<file path="src/rtl/avr_isa_pkg.sv">
// AVR instruction ids, opcode templates and field-packing helpers shared by the
// instruction decoder and the instruction encoder.
package avr_isa_pkg;

  typedef enum logic [1:0] {EMPTY, WORD1, WORD2} encState_e;

  localparam logic [7:0] ID_NOP   = 8'h00, ID_ADC   = 8'h01, ID_ADD   = 8'h02;
  localparam logic [7:0] ID_AND   = 8'h03, ID_BRCC  = 8'h04, ID_BRCS  = 8'h05;
  localparam logic [7:0] ID_BREQ  = 8'h06, ID_BRNE  = 8'h08, ID_CALL  = 8'h09;
  localparam logic [7:0] ID_CLI   = 8'h0A, ID_CP    = 8'h0C, ID_CPI   = 8'h0D;
  localparam logic [7:0] ID_CPSE  = 8'h0E, ID_DEC   = 8'h0F, ID_EOR   = 8'h10;
  localparam logic [7:0] ID_IN    = 8'h11, ID_INC   = 8'h12, ID_JMP   = 8'h13;
  localparam logic [7:0] ID_LD_Y  = 8'h19, ID_LD_YP = 8'h1A, ID_LD_MY = 8'h1B;
  localparam logic [7:0] ID_LDI   = 8'h20, ID_LDS   = 8'h21, ID_LPM   = 8'h22;
  localparam logic [7:0] ID_LSR   = 8'h24, ID_MOV   = 8'h25, ID_MUL   = 8'h26;
  localparam logic [7:0] ID_OR    = 8'h27, ID_ORI   = 8'h28, ID_OUT   = 8'h29;
  localparam logic [7:0] ID_POP   = 8'h2A, ID_PUSH  = 8'h2B, ID_RCALL = 8'h2C;
  localparam logic [7:0] ID_RET   = 8'h2D, ID_RETI  = 8'h2E, ID_RJMP  = 8'h2F;
  localparam logic [7:0] ID_ROR   = 8'h31, ID_SEI   = 8'h32, ID_ST_Y  = 8'h38;
  localparam logic [7:0] ID_ST_YP = 8'h39, ID_ST_MY = 8'h3A, ID_STS   = 8'h3F;
  localparam logic [7:0] ID_SUB   = 8'h40, ID_SUBI  = 8'h41;

  localparam logic [15:0] OPC_ADC  = 16'h1C00, OPC_ADD  = 16'h0C00, OPC_AND = 16'h2000;
  localparam logic [15:0] OPC_CP   = 16'h1400, OPC_CPSE = 16'h1000, OPC_EOR = 16'h2400;
  localparam logic [15:0] OPC_MOV  = 16'h2C00, OPC_MUL  = 16'h9C00, OPC_OR  = 16'h2800;
  localparam logic [15:0] OPC_SUB  = 16'h1800;
  localparam logic [15:0] OPC_BRCC = 16'hF400, OPC_BRCS = 16'hF000;
  localparam logic [15:0] OPC_BREQ = 16'hF001, OPC_BRNE = 16'hF401;
  localparam logic [15:0] OPC_CPI  = 16'h3000, OPC_LDI  = 16'hE000;
  localparam logic [15:0] OPC_ORI  = 16'h6000, OPC_SUBI = 16'h5000;
  localparam logic [15:0] OPC_IN   = 16'hB000, OPC_OUT  = 16'hB800;
  localparam logic [15:0] OPC_ONE  = 16'h9400, OPC_LOAD = 16'h9000, OPC_STORE = 16'h9200;
  localparam logic [15:0] OPC_LD_Y = 16'h8008, OPC_ST_Y = 16'h8208;
  localparam logic [15:0] OPC_CALL = 16'h940E, OPC_JMP  = 16'h940C;
  localparam logic [15:0] OPC_NOP  = 16'h0000, OPC_CLI  = 16'h94F8, OPC_SEI = 16'h9478;
  localparam logic [15:0] OPC_RET  = 16'h9508, OPC_RETI = 16'h9518;
  localparam logic [15:0] OPC_RCALL = 16'hD000, OPC_RJMP = 16'hC000;

  function automatic logic [15:0] rrForm(logic [15:0] opc, logic [4:0] d, logic [4:0] r);
    return opc | {6'b0, r[4], d, r[3:0]};
  endfunction

  function automatic logic [15:0] immForm(logic [15:0] opc, logic [3:0] d, logic [7:0] k);
    return opc | {4'b0, k[7:4], d, k[3:0]};
  endfunction

  function automatic logic [15:0] regForm(logic [15:0] opc, logic [4:0] d, logic [3:0] x);
    return opc | {7'b0, d, x};
  endfunction

  function automatic logic isTwoWord(logic [7:0] id);
    return (id == ID_CALL) || (id == ID_JMP) || (id == ID_LDS) || (id == ID_STS);
  endfunction

endpackage

</file>
<file path="src/rtl/instruction_word_builder.sv">
// Combinational translation of an (id, arg1, arg2) tuple into the first
// program-memory word, plus the two-word and illegal flags.
module instruction_word_builder
  import avr_isa_pkg::*;
(
  input  logic [7:0]  id,
  input  logic [7:0]  arg1,
  input  logic [7:0]  arg2,
  output logic [15:0] word1,
  output logic        twoWord,
  output logic        illegal
);

  logic [4:0] rd;
  logic [4:0] rr;
  logic [3:0] rdHi;

  assign rd   = arg1[4:0];
  assign rr   = arg2[4:0];
  assign rdHi = arg1[3:0];

  always_comb begin
    word1   = 16'h0000;
    twoWord = isTwoWord(id);
    illegal = 1'b0;
    case (id)
      ID_ADC:   word1 = rrForm(OPC_ADC, rd, rr);
      ID_ADD:   word1 = rrForm(OPC_ADD, rd, rr);
      ID_AND:   word1 = rrForm(OPC_AND, rd, rr);
      ID_CP:    word1 = rrForm(OPC_CP, rd, rr);
      ID_CPSE:  word1 = rrForm(OPC_CPSE, rd, rr);
      ID_EOR:   word1 = rrForm(OPC_EOR, rd, rr);
      ID_MOV:   word1 = rrForm(OPC_MOV, rd, rr);
      ID_MUL:   word1 = rrForm(OPC_MUL, rd, rr);
      ID_OR:    word1 = rrForm(OPC_OR, rd, rr);
      ID_SUB:   word1 = rrForm(OPC_SUB, rd, rr);
      ID_BRCC:  word1 = OPC_BRCC | {6'b0, arg1[6:0], 3'b0};
      ID_BRCS:  word1 = OPC_BRCS | {6'b0, arg1[6:0], 3'b0};
      ID_BREQ:  word1 = OPC_BREQ | {6'b0, arg1[6:0], 3'b0};
      ID_BRNE:  word1 = OPC_BRNE | {6'b0, arg1[6:0], 3'b0};
      ID_CPI:   word1 = immForm(OPC_CPI, rdHi, arg2);
      ID_LDI:   word1 = immForm(OPC_LDI, rdHi, arg2);
      ID_ORI:   word1 = immForm(OPC_ORI, rdHi, arg2);
      ID_SUBI:  word1 = immForm(OPC_SUBI, rdHi, arg2);
      ID_IN:    word1 = OPC_IN  | {5'b0, arg2[5:4], rd, arg2[3:0]};
      ID_OUT:   word1 = OPC_OUT | {5'b0, arg2[5:4], rd, arg2[3:0]};
      ID_DEC:   word1 = regForm(OPC_ONE, rd, 4'hA);
      ID_INC:   word1 = regForm(OPC_ONE, rd, 4'h3);
      ID_LSR:   word1 = regForm(OPC_ONE, rd, 4'h6);
      ID_ROR:   word1 = regForm(OPC_ONE, rd, 4'h7);
      ID_LD_YP: word1 = regForm(OPC_LOAD, rd, 4'h9);
      ID_LD_MY: word1 = regForm(OPC_LOAD, rd, 4'hA);
      ID_LPM:   word1 = regForm(OPC_LOAD, rd, 4'h4);
      ID_POP:   word1 = regForm(OPC_LOAD, rd, 4'hF);
      ID_ST_YP: word1 = regForm(OPC_STORE, rd, 4'h9);
      ID_ST_MY: word1 = regForm(OPC_STORE, rd, 4'hA);
      ID_PUSH:  word1 = regForm(OPC_STORE, rd, 4'hF);
      ID_LD_Y:  word1 = regForm(OPC_LD_Y, rd, 4'h0);
      ID_ST_Y:  word1 = regForm(OPC_ST_Y, rd, 4'h0);
      // k[21:16] lives in arg1[5:0]: bits 21:17 sit at [8:4], bit 16 at [0]
      ID_CALL:  word1 = OPC_CALL | {7'b0, arg1[5:1], 3'b0, arg1[0]};
      ID_JMP:   word1 = OPC_JMP  | {7'b0, arg1[5:1], 3'b0, arg1[0]};
      ID_LDS:   word1 = regForm(OPC_LOAD, rd, 4'h0);
      ID_STS:   word1 = regForm(OPC_STORE, rd, 4'h0);
      ID_NOP:   word1 = OPC_NOP;
      ID_CLI:   word1 = OPC_CLI;
      ID_SEI:   word1 = OPC_SEI;
      ID_RET:   word1 = OPC_RET;
      ID_RETI:  word1 = OPC_RETI;
      ID_RCALL: word1 = OPC_RCALL | {4'b0, arg2[3:0], arg1};
      ID_RJMP:  word1 = OPC_RJMP  | {4'b0, arg2[3:0], arg1};
      default:  illegal = 1'b1;
    endcase
  end

endmodule

</file>
<file path="src/rtl/instruction_encoder.sv">
// Streaming AVR instruction encoder: accepts one tuple per handshake and emits
// one or two registered program-memory words downstream.
module instruction_encoder
  import avr_isa_pkg::*;
#(
  parameter bit NONE_ILLEGAL_ZERO = 1'b1
) (
  input  logic        clk,
  input  logic        rst,
  input  logic        in_valid,
  output logic        in_ready,
  input  logic [7:0]  instruction_id,
  input  logic [7:0]  argument_1,
  input  logic [7:0]  argument_2,
  input  logic [15:0] ext_word,
  output logic        out_valid,
  input  logic        out_ready,
  output logic [15:0] instruction,
  output logic        part2,
  output logic        illegal
);

  encState_e   state_q;
  logic [15:0] instr_q;
  logic        part2_q;
  logic        illegal_q;
  logic [15:0] extWord_q;
  logic        twoWord_q;

  logic [15:0] builtWord;
  logic        builtTwoWord;
  logic        builtIllegal;
  logic        stallTwo;
  logic        accept;
  logic        load;

  instruction_word_builder u_builder (
    .id      (instruction_id),
    .arg1    (argument_1),
    .arg2    (argument_2),
    .word1   (builtWord),
    .twoWord (builtTwoWord),
    .illegal (builtIllegal)
  );

  assign out_valid   = (state_q != EMPTY);
  assign instruction = instr_q;
  assign part2       = part2_q;
  assign illegal     = illegal_q;

  // The second beat of a two-word instruction must not be overtaken by a new tuple
  assign stallTwo = (state_q == WORD1) && twoWord_q;
  assign in_ready = !out_valid || (out_ready && !stallTwo);
  assign accept   = in_valid && in_ready;
  assign load     = accept && (!builtIllegal || NONE_ILLEGAL_ZERO);

  always_ff @(posedge clk or posedge rst) begin
    if (rst) begin
      state_q   <= EMPTY;
      instr_q   <= 16'h0000;
      part2_q   <= 1'b0;
      illegal_q <= 1'b0;
      extWord_q <= 16'h0000;
      twoWord_q <= 1'b0;
    end else if (load) begin
      state_q   <= WORD1;
      instr_q   <= builtWord;
      part2_q   <= 1'b0;
      illegal_q <= builtIllegal;
      extWord_q <= ext_word;
      twoWord_q <= builtTwoWord;
    end else if (out_ready) begin
      case (state_q)
        WORD1: begin
          if (twoWord_q) begin
            state_q   <= WORD2;
            instr_q   <= extWord_q;
            part2_q   <= 1'b1;
            illegal_q <= 1'b0;
          end else begin
            state_q <= EMPTY;
          end
        end
        WORD2:   state_q <= EMPTY;
        default: state_q <= EMPTY;
      endcase
    end
  end

endmodule

</file>
<file path="config.mk">
export PLATFORM = sky130hd
export DESIGN_NAME = instruction_encoder
export DESIGN_NICKNAME = d
export VERILOG_FILES = /design/src/rtl/avr_isa_pkg.sv /design/src/rtl/instruction_word_builder.sv /design/src/rtl/instruction_encoder.sv
export SDC_FILE = /design/constraint.sdc
export NUM_CORES = 1
export LEC_CHECK = 0
export ABC_AREA = 1
export BUFFER_PORTS_ARGS = -buffer_cell sky130_fd_sc_hd__clkbuf_2
export CAP_MARGIN = 15
export CORE_ASPECT_RATIO = 0.8
export CORE_UTILIZATION = 56
export CTS_CLUSTER_DIAMETER = 40
export DETAILED_ROUTE_END_ITERATION = 10
export GPL_TIMING_DRIVEN = 0
export PLACE_DENSITY = 0.78
export SETUP_SLACK_MARGIN = 0.5
export SLEW_MARGIN = 10
export SYNTH_ARGS = -nofsm -noshare
export SYNTH_HDL_FRONTEND = slang
export SYNTH_HIERARCHICAL = 1
export SYNTH_SLANG_ARGS = --single-unit
</file>
<file path="constraint.sdc">
create_clock -name clk -period 2 [get_ports clk]
set_input_delay 0.2 -clock clk [delete_from_list [all_inputs] [get_ports clk]]
set_output_delay 0.2 -clock clk [all_outputs]
set_load 0.01 [all_outputs]
</file>
==> flow_metrics.py <==
metrics = {
    "run_status": {
        "status": "complete, no violations",
    },
    "flow_run": {
        "drv_cap": 0,
    },
    "yosys": {
        "synth_seq_cells": 37,
        "synth_xor_area_frac": 0,
        "async_reset_ff_frac": 1.00,
        "synth_top_cell_area_share": 0.231,
        "synth_area_per_cell_sq_um": 5.51,
        "ys_seq_area_frac": 0.198,
        "yosysTopAreaCell": "nand2_1",
        "syn_inst": 849,
        "synth_ff_type": "dfrtp_1",
        "synth_top_family_by_area": "simple AND/OR/NAND/NOR gates",
        "synthTopCellsByArea": "nand2_1, nand3_1, dfrtp_1",
        "yosysWarnings": 6,
        "synth.distinct_cells": 29,
        "synth_compound_area_frac": 0.0393,
        "syn_nets": 893,
        "synth_area_sq_um": 4680,
        "synth_fa_ha_area_frac": 0,
        "synth.area.mux_share": 0,
        "synthSimpleGateAreaFrac": 0.668,
        "synth-edff-count": 0,
    },
    "cts": {
        "h-tree-depth": 2,
        "cts_buffers": 5,
        "clk_pin_slew_ps": 80,
        "cts_hold_buf": 0,
        "root_buffer": "clkbuf_8",
        "clock-sinks": 37,
        "cts_tree": "built",
        "cts_max_path_buffers": 2,
        "clk_latency_ps": 300,
    },
    "worst_setup_path": {
        "required_ps": 2240,
        "rr_endpoint": "extWord_q[6]",
        "cp_max_fo": 10,
        "timing.rr.start": "state_q[1]",
        "end_kind": "flip-flop",
        "crit_start": "instruction_id[1]",
        "regToRegSetupSlack_ps": 520,
        "crit_arrival_ps": 1820,
        "critPathKind": "input port to flip-flop",
        "crit_path_start_kind": "input port",
        "crit_end": "instruction[3]",
        "worstRegToRegCells": 8,
    },
    "timing": {
        "post-route-period-util": 0.789,
        "post-route-min-period_ps": 1580,
        "tightest_slew_ps": 805,
        "rsz0062_at_grt": "true",
        "fmax_mhz": 634,
        "finalSetupTns_ps": 0,
        "setup_viol": 0,
        "setup_ws_ps": 422,
        "final_max_slew_viol_count": 0,
        "finalHoldViolCount": 0,
        "max_slew_margin": 0.463,
        "worst_clock_skew_ps": 9.80,
    },
    "global_routing": {
        "grt_pass1_vias": 5999,
        "grt_start_max_net_pins": 38,
        "grt_overflow_total": 0,
        "antenna_found_initial": 0,
        "grt_use_total": 0.456,
        "grt_pass1_wl_um": 30900,
    },
    "worst_hold_path": {
        "min_path_type": "input port to async pin",
    },
    "floorplanning": {
        "die_y_um": 83.7,
        "start_util": 0.583,
        "core-area_sq_um": 8020,
        "die-area_sq_um": 8720,
        "ioPinCount": 64,
        "rows": 29,
        "die_x_um": 104,
    },
    "drt": {
        "viasPerCell": 6.57,
        "wl_per_cell_um": 20.1,
        "vias": 6876,
        "drc_errors": 0,
        "wirelength_um": 21000,
        "drt_iter0_drc": 1116,
        "ant_nets": 0,
        "dr.pass1.iters": 7,
    },
    "cells_and_area": {
        "layout-drive-gt1-share": 0.289,
        "nets": 982,
        "syn_to_final_growth_pct": 31.3,
        "diodes": 0,
        "layout_common_cells": "nand2_1, nand3_1, nor2_1",
        "fillers": 637,
        "final_common_cell": "nand2_1",
    },
    "pwr": {
        "p_leak_uw": 0.00343,
        "p_total_uw": 2470,
        "power_density_nw_per_um2": 403,
        "irDropWorstVdd_uv": 486,
    },
    "placed_design": {
        "dp_hpwl_um": 14400,
        "place_worst_setup_slack_ps": -127,
        "place_congestion": 1.09,
        "io_buffers": 56,
    },
}
-- cell usage after synthesis, types with 6 or more instances --
| cell | number |
|---|---|
| nand2_1 | 288 |
| nand3_1 | 216 |
| nor2_1 | 134 |
| dfrtp_1 | 37 |
| inv_1 | 26 |
| nand3_2 | 23 |
| clkbuf_1 | 20 |
| buf_2 | 17 |
| buf_4 | 12 |
| a21oi_1 | 10 |
| nor2_2 | 10 |
| o21ai_0 | 10 |
| nand4_1 | 8 |
| buf_1 | 6 |
-- state kept, by name, indices dropped and copies added (netlist names) --
register     count
state_q          2
part2            1
twoWord_q        1
illegal          1
extWord_q       16
instruction     16
-- what timing repair did --
item                       4_1_cts  5_1_grt
resized for setup               89      129
setup endpoints to repair       17       17
pin swaps                       13       48
buffers inserted                 9       13
gates cloned                     1        3
-- power breakdown --
| group | internal [uW] | switching [uW] |
|---|---|---|
| logic | 265 | 526 |
| clock network | 496 | 298 |
| registers | 831 | 55.3 |
-- through the flow --
step	util	hold WS (ps)	std cells	instance area, sq um
floorplan	-	296	849	4680
global placement	0.636	423	1013	5100
detailed placement	0.636	371	1013	5100
CTS	0.697	52.7	1031	5590
global route	0.765	92.3	1047	6140
finish	0.765	25.6	1047	6140
-- per-layer routing --
metal,global-route usage,vias up,part of all wire
met5,0,-,0
met4,0.178,0,0.055
met3,0.169,157,0.17
met2,0.672,666,0.41
met1,0.603,3092,0.37
li1,-,2961,-
-- cell type report --
cell class | count | area [sq um] | share of cell area
buffer | 60 | 473 | 0.0770
inverter | 30 | 118 | 0.0192
tap | 108 | 135 | 0.0220
timing repair buffer | 82 | 566 | 0.0921
clock inverter | 3 | 65.1 | 0.0106
clock buffer | 5 | 68.8 | 0.0112
sequential | 37 | 927 | 0.151
multi-input combinational | 722 | 3790 | 0.617
-- logic make-up after synthesis --
kind of cell,count (synthesis)
DFF,37
buffers and inverters,90
AOI/OAI and AO/OA,29
and+or+nand+nor,693
-- worst min path at each step --
stage / start / end / slack (ps) / cells after the start
global route: rst / extWord_q[8] / 90 / 2
CTS: rst / extWord_q[9] / 50 / 2
finish: rst / extWord_q[8] / 30 / 2
global placement: ext_word[4] / extWord_q[4] / 420 / 3
detailed placement: rst / extWord_q[9] / 370 / 2
floorplan: out_ready / state_q[0] / 300 / 1
-- worst max-delay path: stages --
cell	delay, ps
buf_6	130
inv_2	110
nand2_4	110
nor2_2	270
buf_6	210
nand2_1	100
a31oi_1	230
nor2_2	100
nand2_1	140
nand3_2	110
nand3_2	90
Note: power is estimated with default switching activity, not from simulation.
